`src/rtl/ppm_symbol_decoder.sv`:
```
// rtl/ppm_symbol_decoder.sv - 4-PPM frame/symbol decoder with start-flag detection and a 1-deep output register
//
// Purpose:
//   Watches a raw PPM line, one sample per sample_tick. A run of START_LEN
//   high samples arms the decoder. The first low sample after that starts a
//   frame of NSYM symbols. Each symbol is four slots, and the symbol value is
//   the index of the single high slot. Decoded symbols are presented through
//   a valid/ready output register.
//
// Parameters:
//   START_LEN  consecutive high samples forming the start flag (2..15)
//   NSYM       symbols per frame (1..255)
//
// Ports:
//   clk          in   system clock, rising edge
//   rst_n        in   asynchronous active-low reset
//   sample_tick  in   one-clk slot sampling strobe
//   ppm_in       in   raw PPM line, idle low
//   sym_ready    in   consumer accepts the held symbol
//   sym_valid    out  output register holds an unaccepted symbol
//   sym_data     out  slot index (0..3) of the pulse
//   sym_err      out  symbol had zero or several high slots
//   frame_done   out  one-clk pulse when the last symbol of a frame decodes
//   overrun      out  sticky, a decoded symbol was dropped
//
// Configuration:
//   PPM_IN_SYNC_EN  when defined, ppm_in passes through a 2-flop synchronizer
//                   before sampling (2 clk extra input latency)

module ppm_symbol_decoder #(
    parameter int START_LEN = 4,
    parameter int NSYM      = 8
) (
    input  logic       clk,
    input  logic       rst_n,
    input  logic       sample_tick,
    input  logic       ppm_in,
    input  logic       sym_ready,
    output logic       sym_valid,
    output logic [1:0] sym_data,
    output logic       sym_err,
    output logic       frame_done,
    output logic       overrun
);

    localparam logic [1:0] ST_IDLE = 2'd0;
    localparam logic [1:0] ST_ARM  = 2'd1;
    localparam logic [1:0] ST_DATA = 2'd2;

    localparam logic [3:0] HI_LAST  = 4'(START_LEN - 1);
    localparam logic [7:0] SYM_LAST = 8'(NSYM - 1);

    logic [1:0] r_state;
    logic [3:0] r_hi_cnt;
    logic [1:0] r_slot_cnt;
    logic [7:0] r_sym_cnt;
    logic [3:0] r_mask;

    logic       w_sample;
    logic [3:0] w_mask_next;
    logic       w_complete;
    logic       w_last;
    logic [1:0] w_dec_data;
    logic       w_dec_err;

`ifdef PPM_IN_SYNC_EN
    logic r_sync1;
    logic r_sync2;

    always_ff @(posedge clk or negedge rst_n) begin
        if (!rst_n) begin
            r_sync1 <= 1'b0;
            r_sync2 <= 1'b0;
        end else begin
            r_sync1 <= ppm_in;
            r_sync2 <= r_sync1;
        end
    end

    assign w_sample = r_sync2;
`else
    assign w_sample = ppm_in;
`endif

    // Mask including the slot being sampled this tick, so the completing
    // tick (slot 3) decodes all four slots without an extra cycle.
    assign w_mask_next = r_mask | ({3'b000, w_sample} << r_slot_cnt);
    assign w_complete  = sample_tick && (r_state == ST_DATA) && (r_slot_cnt == 2'd3);
    assign w_last      = w_complete && (r_sym_cnt == SYM_LAST);

    always_comb begin
        w_dec_data = 2'd0;
        w_dec_err  = 1'b0;
        case (w_mask_next)
            4'b0001: w_dec_data = 2'd0;
            4'b0010: w_dec_data = 2'd1;
            4'b0100: w_dec_data = 2'd2;
            4'b1000: w_dec_data = 2'd3;
            default: w_dec_err  = 1'b1;
        endcase
    end

    // Framing state advances only on sample ticks.
    always_ff @(posedge clk or negedge rst_n) begin
        if (!rst_n) begin
            r_state    <= ST_IDLE;
            r_hi_cnt   <= 4'd0;
            r_slot_cnt <= 2'd0;
            r_sym_cnt  <= 8'd0;
            r_mask     <= 4'd0;
        end else if (sample_tick) begin
            case (r_state)
                ST_IDLE: begin
                    if (w_sample) begin
                        if (r_hi_cnt == HI_LAST) begin
                            r_state  <= ST_ARM;
                            r_hi_cnt <= 4'd0;
                        end else begin
                            r_hi_cnt <= r_hi_cnt + 4'd1;
                        end
                    end else begin
                        r_hi_cnt <= 4'd0;
                    end
                end
                ST_ARM: begin
                    // A flag longer than START_LEN is tolerated here.
                    if (!w_sample) begin
                        r_state    <= ST_DATA;
                        r_slot_cnt <= 2'd0;
                        r_sym_cnt  <= 8'd0;
                        r_mask     <= 4'd0;
                    end
                end
                ST_DATA: begin
                    r_slot_cnt <= r_slot_cnt + 2'd1;
                    if (r_slot_cnt == 2'd3) begin
                        r_mask    <= 4'd0;
                        r_sym_cnt <= r_sym_cnt + 8'd1;
                        if (r_sym_cnt == SYM_LAST) begin
                            r_state   <= ST_IDLE;
                            r_hi_cnt  <= 4'd0;
                            r_sym_cnt <= 8'd0;
                        end
                    end else begin
                        r_mask <= w_mask_next;
                    end
                end
                default: begin
                    r_state  <= ST_IDLE;
                    r_hi_cnt <= 4'd0;
                end
            endcase
        end
    end

    // Output register: a completing symbol loads if the register is empty or
    // being accepted this cycle; otherwise it is dropped and overrun sticks.
    always_ff @(posedge clk or negedge rst_n) begin
        if (!rst_n) begin
            sym_valid  <= 1'b0;
            sym_data   <= 2'd0;
            sym_err    <= 1'b0;
            frame_done <= 1'b0;
            overrun    <= 1'b0;
        end else begin
            frame_done <= w_last;
            if (w_complete) begin
                if (!sym_valid || sym_ready) begin
                    sym_valid <= 1'b1;
                    sym_data  <= w_dec_data;
                    sym_err   <= w_dec_err;
                end else begin
                    overrun <= 1'b1;
                end
            end else if (sym_valid && sym_ready) begin
                sym_valid <= 1'b0;
            end
        end
    end

endmodule

```
`config.mk`:
```
export PLATFORM = sky130hd
export DESIGN_NAME = ppm_symbol_decoder
export DESIGN_NICKNAME = d
export VERILOG_FILES = /design/src/rtl/ppm_symbol_decoder.sv
export SDC_FILE = /design/constraint.sdc
export NUM_CORES = 1
export LEC_CHECK = 0
export CORE_UTILIZATION = 50
export CTS_CLUSTER_DIAMETER = 150
export DETAILED_ROUTE_END_ITERATION = 8
export PLACE_DENSITY = 0.76
export SLEW_MARGIN = 15
export SYNTH_ARGS = -nofsm -noshare
export SYNTH_HDL_FRONTEND = slang
export SYNTH_SLANG_ARGS = --single-unit
```
`constraint.sdc`:
```
create_clock -name clk -period 4.16 [get_ports clk]
set_clock_uncertainty 0.2 [all_clocks]
set_input_delay 0.832 -clock clk [delete_from_list [all_inputs] [get_ports clk]]
set_output_delay 0.832 -clock clk [all_outputs]
set_load 0.01 [all_outputs]
```
==> run metrics <==
# diodes=0; first-pass GRT wire length=slightly above 5000 um; gr usage total=between 20% and 30%; Clk Latency, worst-skew pair=about 0.32 ns; Worst-Margin Slew=0.6739 ns; die height=~55 um; final hold slack=0.2917 ns; Post-synth EDFFs=0; Worst Min Path Start=sym_data[0]; Worst Path Max Fanout=15; layout cell share with drive strength beyond 1=3.550%; clk slew on worst S/H paths=0.14 ns; Arr. time, crit path=2.58 ns; startpoint types=input pin; final WL=around 2900 um; final setup TNS=0 ns; worst vdd ir=408.2 uV; fmax=0.3940 GHz; Reg2Reg Depth=5; most frequent cells in the layout=26 x dfrtp_1, 19 x nand2_1, 17 x o21ai_0; CP max-delay cell=clkdlybuf4s50_1; total gr overflow=0; Seq/Total Area, Yosys=45.57%; vias in the first global route=approximately 1,200; Avg Cell Area, Syn=8.812 um2; first-pass iteration count of the detailed router=4; relative slew slack=a little over half; crit-path cells=clkdlybuf4s50_1, nor3b_1, o21ai_0, o21ai_0, o21ai_0; Main synth FF type=dfrtp_1; hold depth=2; area post-placement=approximately 1500 um2; initial DRC count=35; post-synth design cell area=about 1400 um2; top cell type's share of synthesized area=45.57%; die width=55.44 um; Area contributors post-synth=dfrtp_1 46%, o21ai_0 6.0%, nand2_1 5.0%; DIE AREA=3073 um2; Synthesis Warnings=0; Layout Utilization=57.80%; H-tree depth=1; CTS root buf=clkbuf_4; maximum buffer depth of the clock tree=2; initial antenna violation count=0; status=finished, final reports clean; MaxCap Viol Count=0; CTS Sinks=26; Setup CP Type=in -> reg; Post-CTS Repair Setup Buffers=0; final period utilization=between 60% and 70%; DRT antenna net count=0; post-synth net total=170; post-cts resize count=0; RR Startpoint=r_slot_cnt[0]; crit path time final=2.538 ns; CP Data Required Time=4.20 ns; most area-hungry cell type in the Yosys netlist=dfrtp_1; library cells used by synthesis=37; max-slew violations=0; Syn Inst Count=162; Layout area overhead=10.69%; via count=1,242; DP Cell Count=about 200; power per cell area=521.6 nW/um2; unrepaired setup endpoints after global routing=no; drt drc=0; launch point of the worst path=ppm_in; Port-buffer cells=10; total CTS buffers=3; most common cell after layout, fill and taps aside=dfrtp_1; Final setup viols=0; type of the worst min-delay path=reg -> reg; crit-path max cell delay=0.77 ns; cts hold-fix bufs=0; Synth async-reset ratio=between 90% and 100%; Post-Layout Inst Area=~1600 um2; Seq cells post-synth=26; Post-DP HPWL=between 2000 and 2500 um; Leakage=0.6663 nW; routed vias/inst=a little over 6; Layout Nets=between 150 and 200; Fillers=231; CP endpoint kind=register; Hold Violations, Final=0; largest net degree at the start of global routing=27; Starting Density=52.22%; WL per Instance=14.30 um; most frequent CP cell=o21ai_0; total core area=2734 um2; post-route insts no fill=200; GP Congestion=0.8362; row cnt=19; Ports=11; TritonCTS clock tree=built
-- cells in the mapped netlist (2+ instances only) --
library cell and instances:
nor2_1 15, nand3b_1 2, nor2b_1 5, nor3_1 3
nand2_1 19, nand2b_1 6, o21ai_1 2, and3_1 2
o21ai_0 17, a211oi_1 2, inv_1 3, xnor2_1 2
mux2i_1 2, ha_1 3, o31ai_1 3, dfrtp_1 26
clkbuf_1 8, nand3_1 4, a31oi_1 11, nor3b_1 2
a21oi_1 8, o41ai_1 2
-- state kept, by name (all words and copies together) (netlist names) --
| register | cells |
|---|---|
| r_sym_cnt | 8 |
| r_hi_cnt | 4 |
| sym_data | 2 |
| r_slot_cnt | 2 |
| sym_err | 1 |
| frame_done | 1 |
| sym_valid | 1 |
| r_mask | 4 |
| overrun | 1 |
| r_state | 2 |
-- logic make-up (layout without fill, tap and decap cells) --
logic type | after synthesis | after routing | synth area share (%)
simple gates | 65 | 65 | 23.14
compound gates | 53 | 53 | 23.14
flops | 26 | 26 | 45.57
buf+inv | 11 | 18 | 2.892
fa+ha+maj | 3 | 3 | 2.630
xor+xnor | 2 | 2 | 1.227
mux | 2 | 2 | 1.402
-- critical path: cells and delay by family --
family | cells | cell delay [ns]
compound gates | 3 | 0.87
buf+inv | 1 | 0.77
simple gates | 1 | 0.11
-- metal layers --
metal / wire, um / vias to the layer above / part of all wire, % / global-route usage, %
met5: 0 / - / 0 / 0
met1: 1318 / 595 / 46 / 24.58
li1: - / 610 / - / -
met4: 17 / 0 / 0.59 / 5.000
met2: 1379 / 35 / 48 / 36.66
met3: 145 / 2 / 5.1 / 5.386
-- layout make-up --
cell class | instances | area (um2) | area share, %
Clock buffer | 4 | 36.28 | 2.296
Inverter | 3 | 11.26 | 0.7126
Multi-Input combinational cell | 125 | 735.7 | 46.56
Sequential cell | 26 | 650.6 | 41.17
Timing Repair Buffer | 11 | 107.6 | 6.809
Tap cell | 31 | 38.79 | 2.454
-- path summary, 6_finish.rpt --
check | endpoint | slack (ns)
max | r_sym_cnt[2] | 1.62
min | sym_data[0] | 0.29
max reg2reg | r_sym_cnt[2] | 2.00
min reg2reg | sym_data[0] | 0.29
max in group asynchronous | r_hi_cnt[2] | 2.85
min in group asynchronous | r_sym_cnt[4] | 0.66
-- power by group --
group          leakage, nW  switching [mW]  internal (mW)
Combinational        0.295           0.144          0.134
Sequential           0.350           0.109          0.311
Clock               0.0210          0.0726         0.0536
-- through the flow --
stage	setup WS, ns	total power [mW]
2_1_floorplan	2.218	0.6208
3_3_place_gp	1.374	0.6848
3_5_place_dp	1.251	0.7019
4_1_cts	1.619	0.8333
5_1_grt	1.405	0.8958
6_report	1.622	0.8243
Power figures use the tool's default switching activity.
